### src/rtl/stopwatch_pkg.sv
// Shared constants, run/pause state encoding and BCD digit type for the stopwatch core.
package stopwatch_pkg;

  localparam int unsigned DIGIT_W      = 4;
  localparam int unsigned SEC_ONES_MAX = 9;
  localparam int unsigned SEC_TENS_MAX = 5;
  localparam int unsigned MIN_ONES_MAX = 9;

  typedef logic [DIGIT_W-1:0] digit_t;

  typedef enum logic {
    ST_RUN    = 1'b0,
    ST_PAUSED = 1'b1
  } run_state_e;

endpackage

### src/rtl/stopwatch_counter_bcd_digit.sv
// Single mod-(MAX+1) BCD digit counter with synchronous clear and wrap carry.
module bcd_digit
  import stopwatch_pkg::*;
#(
  parameter int unsigned MAX = 9
) (
  input  logic   clk,
  input  logic   rst,
  input  logic   inc,
  input  logic   clr_wrap,
  output digit_t q,
  output logic   carry
);

  digit_t q_q;
  digit_t q_d;
  logic   at_max;

  assign at_max = (q_q == DIGIT_W'(MAX));

  always_comb begin
    q_d = q_q;
    if (clr_wrap) begin
      q_d = '0;
    end else if (inc) begin
      q_d = at_max ? '0 : q_q + DIGIT_W'(1);
    end
  end

  always_ff @(posedge clk or posedge rst) begin
    if (rst) begin
      q_q <= '0;
    end else begin
      q_q <= q_d;
    end
  end

  assign q     = q_q;
  assign carry = inc & at_max;

endmodule

### src/rtl/stopwatch_counter.sv
// MM:SS stopwatch timekeeping core: 1 Hz counting, pause/resume, 2 Hz manual adjust.
module stopwatch_counter
  import stopwatch_pkg::*;
#(
  parameter int unsigned MIN_TENS_MAX = 9
) (
  input  logic       clk,
  input  logic       rst,
  input  logic       tick_1hz,
  input  logic       tick_2hz,
  input  logic       pause_btn,
  input  logic       adj,
  input  logic       sel,
  output logic [3:0] seconds1,
  output logic [3:0] seconds2,
  output logic [3:0] minutes1,
  output logic [3:0] minutes2,
  output logic       running,
  output logic       blink
);

  run_state_e state_q, state_d;
  logic       pause_prev_q, pause_prev_d;
  logic       running_q, running_d;
  logic       blink_q, blink_d;
  logic       pause_rise;

  logic inc_s1, inc_m1;
  logic carry_s1, carry_s2, carry_m1;
  logic carry_m2_unused;

  assign pause_rise = pause_btn & ~pause_prev_q;

  // Next state and registered status outputs; ticks act on the pre-toggle state.
  always_comb begin
    state_d      = state_q;
    pause_prev_d = pause_btn;
    running_d    = 1'b0;
    blink_d      = 1'b0;
    if (pause_rise) begin
      state_d = (state_q == ST_RUN) ? ST_PAUSED : ST_RUN;
    end
    running_d = (state_d == ST_RUN) & ~adj;
    if (adj) begin
      blink_d = blink_q ^ tick_2hz;
    end
  end

  always_ff @(posedge clk or posedge rst) begin
    if (rst) begin
      state_q      <= ST_RUN;
      pause_prev_q <= 1'b1;
      running_q    <= 1'b1;
      blink_q      <= 1'b0;
    end else begin
      state_q      <= state_d;
      pause_prev_q <= pause_prev_d;
      running_q    <= running_d;
      blink_q      <= blink_d;
    end
  end

  // Adjust mode steers tick_2hz into the selected field and breaks the sec->min carry.
  always_comb begin
    inc_s1 = 1'b0;
    inc_m1 = 1'b0;
    if (adj) begin
      inc_s1 = tick_2hz & sel;
      inc_m1 = tick_2hz & ~sel;
    end else begin
      inc_s1 = tick_1hz & (state_q == ST_RUN);
      inc_m1 = carry_s2;
    end
  end

  bcd_digit #(.MAX(SEC_ONES_MAX)) u_sec_ones (
    .clk      (clk),
    .rst      (rst),
    .inc      (inc_s1),
    .clr_wrap (1'b0),
    .q        (seconds1),
    .carry    (carry_s1)
  );

  bcd_digit #(.MAX(SEC_TENS_MAX)) u_sec_tens (
    .clk      (clk),
    .rst      (rst),
    .inc      (carry_s1),
    .clr_wrap (1'b0),
    .q        (seconds2),
    .carry    (carry_s2)
  );

  bcd_digit #(.MAX(MIN_ONES_MAX)) u_min_ones (
    .clk      (clk),
    .rst      (rst),
    .inc      (inc_m1),
    .clr_wrap (1'b0),
    .q        (minutes1),
    .carry    (carry_m1)
  );

  bcd_digit #(.MAX(MIN_TENS_MAX)) u_min_tens (
    .clk      (clk),
    .rst      (rst),
    .inc      (carry_m1),
    .clr_wrap (1'b0),
    .q        (minutes2),
    .carry    (carry_m2_unused)
  );

  assign running = running_q;
  assign blink   = blink_q;

endmodule

### config.mk
export PLATFORM = sky130hd
export DESIGN_NAME = stopwatch_counter
export DESIGN_NICKNAME = d
export VERILOG_FILES = /design/src/rtl/stopwatch_pkg.sv /design/src/rtl/stopwatch_counter_bcd_digit.sv /design/src/rtl/stopwatch_counter.sv
export SDC_FILE = /design/constraint.sdc
export NUM_CORES = 1
export LEC_CHECK = 0
export ABC_AREA = 1
export CORE_MARGIN = 5
export CORE_UTILIZATION = 54
export CTS_BUF_LIST = sky130_fd_sc_hd__clkbuf_8
export CTS_CLUSTER_DIAMETER = 30
export DETAILED_ROUTE_END_ITERATION = 16
export PLACE_DENSITY = 0.89
export SLEW_MARGIN = 20
export SYNTH_ARGS = -nofsm -noshare
export SYNTH_HDL_FRONTEND = slang
export SYNTH_SLANG_ARGS = --single-unit
### constraint.sdc
create_clock -name clk -period 2.6 [get_ports clk]
set_clock_uncertainty 0.2 [all_clocks]
set_input_delay 0.65 -clock clk [delete_from_list [all_inputs] [get_ports clk]]
set_output_delay 0.65 -clock clk [all_outputs]
set_load 0.01 [all_outputs]
### After elaboration in Yosys (flattened, before gate mapping)

Cells that the tools add are included.

| word-level totals | value |
|---|---|
| input port bits | 7 |
| logic and storage cells | 39 |
| output and inout bits | 18 |
| RAM bits | 0 |
| ROM bits | 0 |
| register bits after elaboration | 20 |
| memories | 0 |
| bits in latches | 0 |

| cells by class | value |
|---|---|
| shift-type cells | 0 |
| bitwise gates (word level) | 14 |
| reduce and logical (&&, ||, !) cells | 0 |
| order comparisons | 0 |
| div/mod/pow operators | 0 |
| mux-type cells | 9 |
| multipliers | 0 |
| $add $sub $neg | 4 |
| equal/unequal tests | 4 |

Operator list:

| cell | count |
|---|---|
| adder 4 x 1 -> 4 bit (second input constant) | 4 |
| two-way mux 4 bit | 4 |
| == test 4 bit (second input constant) | 3 |
| AND 1 bit | 8 |
| two-way mux 1 bit | 5 |
| NOT 1 bit | 5 |
| == test 4 x 3 -> 1 bit (second input constant) | 1 |
| XOR 1 bit | 1 |

### Depth between registers and ports, before layout

| logic depth | value |
|---|---|
| word-level depth | 7 |
| mapped depth | 8 |
| mapped depth without buffers | 8 |

### Modules after synthesis

From an unflattened synthesis, not the netlist that was laid out.

| second synthesis, totals | value |
|---|---|
| cell total of the unflattened synthesis | 174 |
| area, all modules | 1258.7 um^2 |

By module, submodules not included:

| module | seq. area each (um^2) | area each (um^2) | times used | cells each |
|---|---|---|---|---|
| bcd_digit at u_min_ones ... | 100.1 | 269.0 | 3 | 37 |
| bcd_digit at u_sec_tens | 100.1 | 266.5 | 1 | 41 |
| stopwatch_counter | 102.6 | 185.2 | 1 | 22 |

### Worst setup path before layout

OpenSTA, ideal clock, no wires.

| timing path | value |
|---|---|
| path type | input-to-reg |
| start | input adj |
| end | register u_min_tens.q_q[0], in the netlist u_min_tens.q[0] |
| stages | 8 |
| required time | 2283 ps |
| path slack | 990 ps |
| data arrival time | 1293 ps |
| setup time | 117 ps |
| buffers on the path | 0 |
| cell sequence | nor2_1 -> nand2_1 -> nand2_2 -> nand2_2 -> o21bai_2 -> nand2_1 -> nand2_1 -> nand2_1 |

| between the ends | value |
|---|---|
| cells in the longest elaborated chain, start to end | 5 |

Ends and longest elaborated chain:

| item | RTL line | RTL |
|---|---|---|
| start, declared | stopwatch_counter.sv:12 | `input logic adj,` |
| two-way mux 1 bit | stopwatch_counter.sv:67 | `if (adj) begin` |
| AND 1 bit (2 in series) | stopwatch_counter_bcd_digit.sv:39 | `assign carry = inc & at_max;` |
| two-way mux 1 bit (*) | stopwatch_counter.sv:67 |  |
| AND 1 bit (*) | stopwatch_counter_bcd_digit.sv:39 |  |
| end signal, assigned | stopwatch_counter_bcd_digit.sv:34 | `q_q <= q_d;` |
| end, declared | stopwatch_counter_bcd_digit.sv:15 | `digit_t q_q;` |

Every way passes the cells marked *; elsewhere a longest branch is shown, timed or not.
A chain may end at the register's enable or synchronous reset.

### Worst setup path after layout

| timing path | value |
|---|---|
| start | input tick_2hz |
| end | register u_min_tens.q_q[2], in the netlist u_min_tens.q[2] |

| between the ends | value |
|---|---|
| cells in the longest elaborated chain, start to end | 6 |
| elaborated cells between the ends (all ways) | 7 |
| classes of those cells | mux (2); bitwise (5) |

Ends and longest elaborated chain:

| item | RTL line | RTL |
|---|---|---|
| start, declared | stopwatch_counter.sv:10 | `input logic tick_2hz,` |
| AND 1 bit | stopwatch_counter.sv:68 | `inc_s1 = tick_2hz & sel;` |
| two-way mux 1 bit | stopwatch_counter.sv:67 |  |
| AND 1 bit (2 in series) | stopwatch_counter_bcd_digit.sv:39 |  |
| two-way mux 1 bit (*) | stopwatch_counter.sv:67 |  |
| AND 1 bit (*) | stopwatch_counter_bcd_digit.sv:39 |  |

Marked as above.

==> flow_metrics.tcl <==
set metrics [dict create \
    cp_max_fo 8 \
    avgSynthCellArea_um2 7.81 \
    synth.distinct_cells 19 \
    cp.arrival_ns 2.19 \
    ys_warn_count 0 \
    seq_area_frac_synth 0.503 \
    end_kind "register" \
    ctsResizeCount 0 \
    hold_start "blink" \
    fillCellCount 130 \
    die_area_um2 2810 \
    die_h_um 53.0 \
    wl_mm 2.27 \
    fin_nets 165 \
    syn_inst 128 \
    r2r_start "u_sec_ones.q[2]" \
    finalSetupTns_ns 0 \
    cts_hold_buf 0 \
    drt-initial-drc-count 15 \
    hold_path.class "register to register" \
    core_um2 1750 \
    p_per_area_nw_per_um2 995 \
    required_ns 2.54 \
    synth-seq-cells 20 \
    design.portCount 25 \
    grt_pass1_wl_mm 3.95 \
    gp_congestion 0.831 \
    setup_viol 0 \
    crit_type "input port to register" \
    cts.sinks 20 \
    critPathTopFamily "simple AND/OR/NAND/NOR gates" \
    timing.fmax_ghz 0.443 \
    worstHoldPathCells 1 \
    io_buffers 24 \
    hold_viol_final 0 \
    grt.overflow.total 0 \
    drc_errors 0 \
    slew_headroom 0.778 \
    cts_tree "done" \
    start_kind "input port" \
    worst_path_max_delay_cell "clkdlybuf4s50_1" \
    numCtsBuffers 3 \
    maxCapViolCount 0 \
    syn_area_um2 1000 \
    diodes 0 \
    startpoint "tick_2hz" \
    clockBufferDepth 2 \
    cts_root_buf "clkbuf_8" \
    instances_no_fill 182 \
    grt_pass1_vias 935 \
    rows 15 \
    layout_worst_path_cycle_share 0.868 \
    worstSkewPairLatency_ns 0.26 \
    placedCellCount 178 \
    critPathBufInv 1 \
    syn_nets 135 \
    drive_above_1_share 0.0764 \
    layout_min_cycle_time_ns 2.26 \
    first_pass_iters 4 \
    htreeDepth 1 \
    crit_cells 8 \
    die_w_um 53.0 \
    cts_setup_buffers 0 \
    p_leak_nw 0.662 \
    syn_to_final_growth_pct 34.7 \
    synth.largest_area_cell "dfrtp_1" \
    ant_nets 0 \
    grt_usage 0.197 \
    multiInputGateArea_um2 403 \
    rsz0062_at_grt "no" \
    grt_max_degree 21 \
    ir_drop_mv 0.783 \
    synth_area_leaders "dfrtp_1, nand2_1, inv_1" \
    r2r_cells 8 \
    clkTransAtPathRegs_ns 0.07 \
    slew_viol_final 0 \
    antenna_found_initial 0 \
    vias 924 \
    netlist.area_leader.share 0.451 \
    routed_via_density 5.08 \
    initial_core_util 0.573 \
    cp_slowest_stage_delay_ns 0.54 \
    tightestPinTransition_ns 0.333 \
    wl_per_cell_um 12.5 \
    seq_area_um2 503 \
    dp_hpwl_mm 1.64 \
    cp_cell_sequence "clkdlybuf4s50_1 -> nand3_1 -> nand2_2 -> nand2_2 -> o21bai_2 -> nand2_1 -> nand2_1 -> nand2_1" \
    cp_common_cell "nand2_1" \
    status "complete, no violations" \
]
==> through the flow <==
step	hold WS (ns)	util	cell area (µm²)	worst slack (ns)	power [W]
5_1_grt	0.287	0.771	1350	0.255	0.00144
3_5_place_dp	0.270	0.730	1270	0.147	0.00104
6_report	0.280	0.771	1350	0.344	0.00134
3_3_place_gp	0.259	0.730	1270	0.226	0.00101
4_1_cts	0.280	0.771	1350	0.349	0.00135
2_1_floorplan	0.265	-	1000	0.990	0.000767
==> flip-flops by register name, summed over array words and instances (netlist names) <==
| signal | cells |
|---|---|
| state_q | 1 |
| pause_prev_q | 1 |
| u_min_tens.q | 4 |
| running | 1 |
| u_min_ones.q | 4 |
| blink | 1 |
| u_sec_tens.q | 4 |
| u_sec_ones.q | 4 |
==> report_power, final <==
part | internal (W) | leakage [nW] | switching, W
clock | 0.000206 | 0.0357 | 0.000106
combinational | 0.000258 | 0.383 | 0.000251
sequential | 0.000418 | 0.244 | 0.000101
==> placed cells by master, fill, tap and decap left out, types with 2 or more instances in the layout <==
master and count:
nand2_1 34, clkdlybuf4s50_1 24, inv_1 22, dfrtp_1 18
nor2_1 13, nand3_1 11, o21ai_0 8, a21oi_1 4
xor2_1 4, clkbuf_8 3, nand2_2 2, nand4_1 2
dfstp_2 2, buf_4 2
==> cell usage after synthesis <==
cell       n
o21bai_2   1
dfstp_2    2
o21ai_0    8
dfrtp_1   18
nor3_1     1
o21bai_1   1
buf_6      1
nand2_2    2
nand3_1   11
inv_1     22
xnor2_1    1
nor2_1    13
a21oi_1    4
nor2_2     1
nand4_1    2
and2_1     1
nand2_1   34
xor2_1     4
o22ai_1    1
==> cell type report <==
type | instances | share of cell area
Multi-Input combinational cell | 85 | 0.299
Inverter | 22 | 0.0613
Timing Repair Buffer | 26 | 0.190
Clock inverter | 1 | 0.0223
Sequential cell | 20 | 0.374
Tap cell | 25 | 0.0232
Clock buffer | 3 | 0.0307
==> routing by layer <==
| metal | global-route usage | up-vias | wire [µm] |
|---|---|---|---|
| li1 | - | 456 | - |
| met1 | 0.190 | 436 | 903 |
| met2 | 0.378 | 23 | 1240 |
| met3 | 0.0592 | 9 | 80 |
| met4 | 0.0809 | 0 | 55 |
| met5 | 0 | - | 0 |
==> final timing paths <==
check,endpoint,slack (ns)
max,u_min_tens.q[2],0.34
min,blink,0.28
max reg2reg,u_min_tens.q[2],0.80
min reg2reg,blink,0.28
max in group asynchronous,running,1.41
min in group asynchronous,u_sec_tens.q[0],0.51
==> cells by family after synthesis <==
logic type | share of synthesized area
and+or+nand+nor | 0.274
xor gates and xnor gates | 0.0438
AOI/OAI and AO/OA | 0.0851
DFF | 0.503
buffers and inverters | 0.0939
No activity file was read; power rests on OpenSTA's default activity.
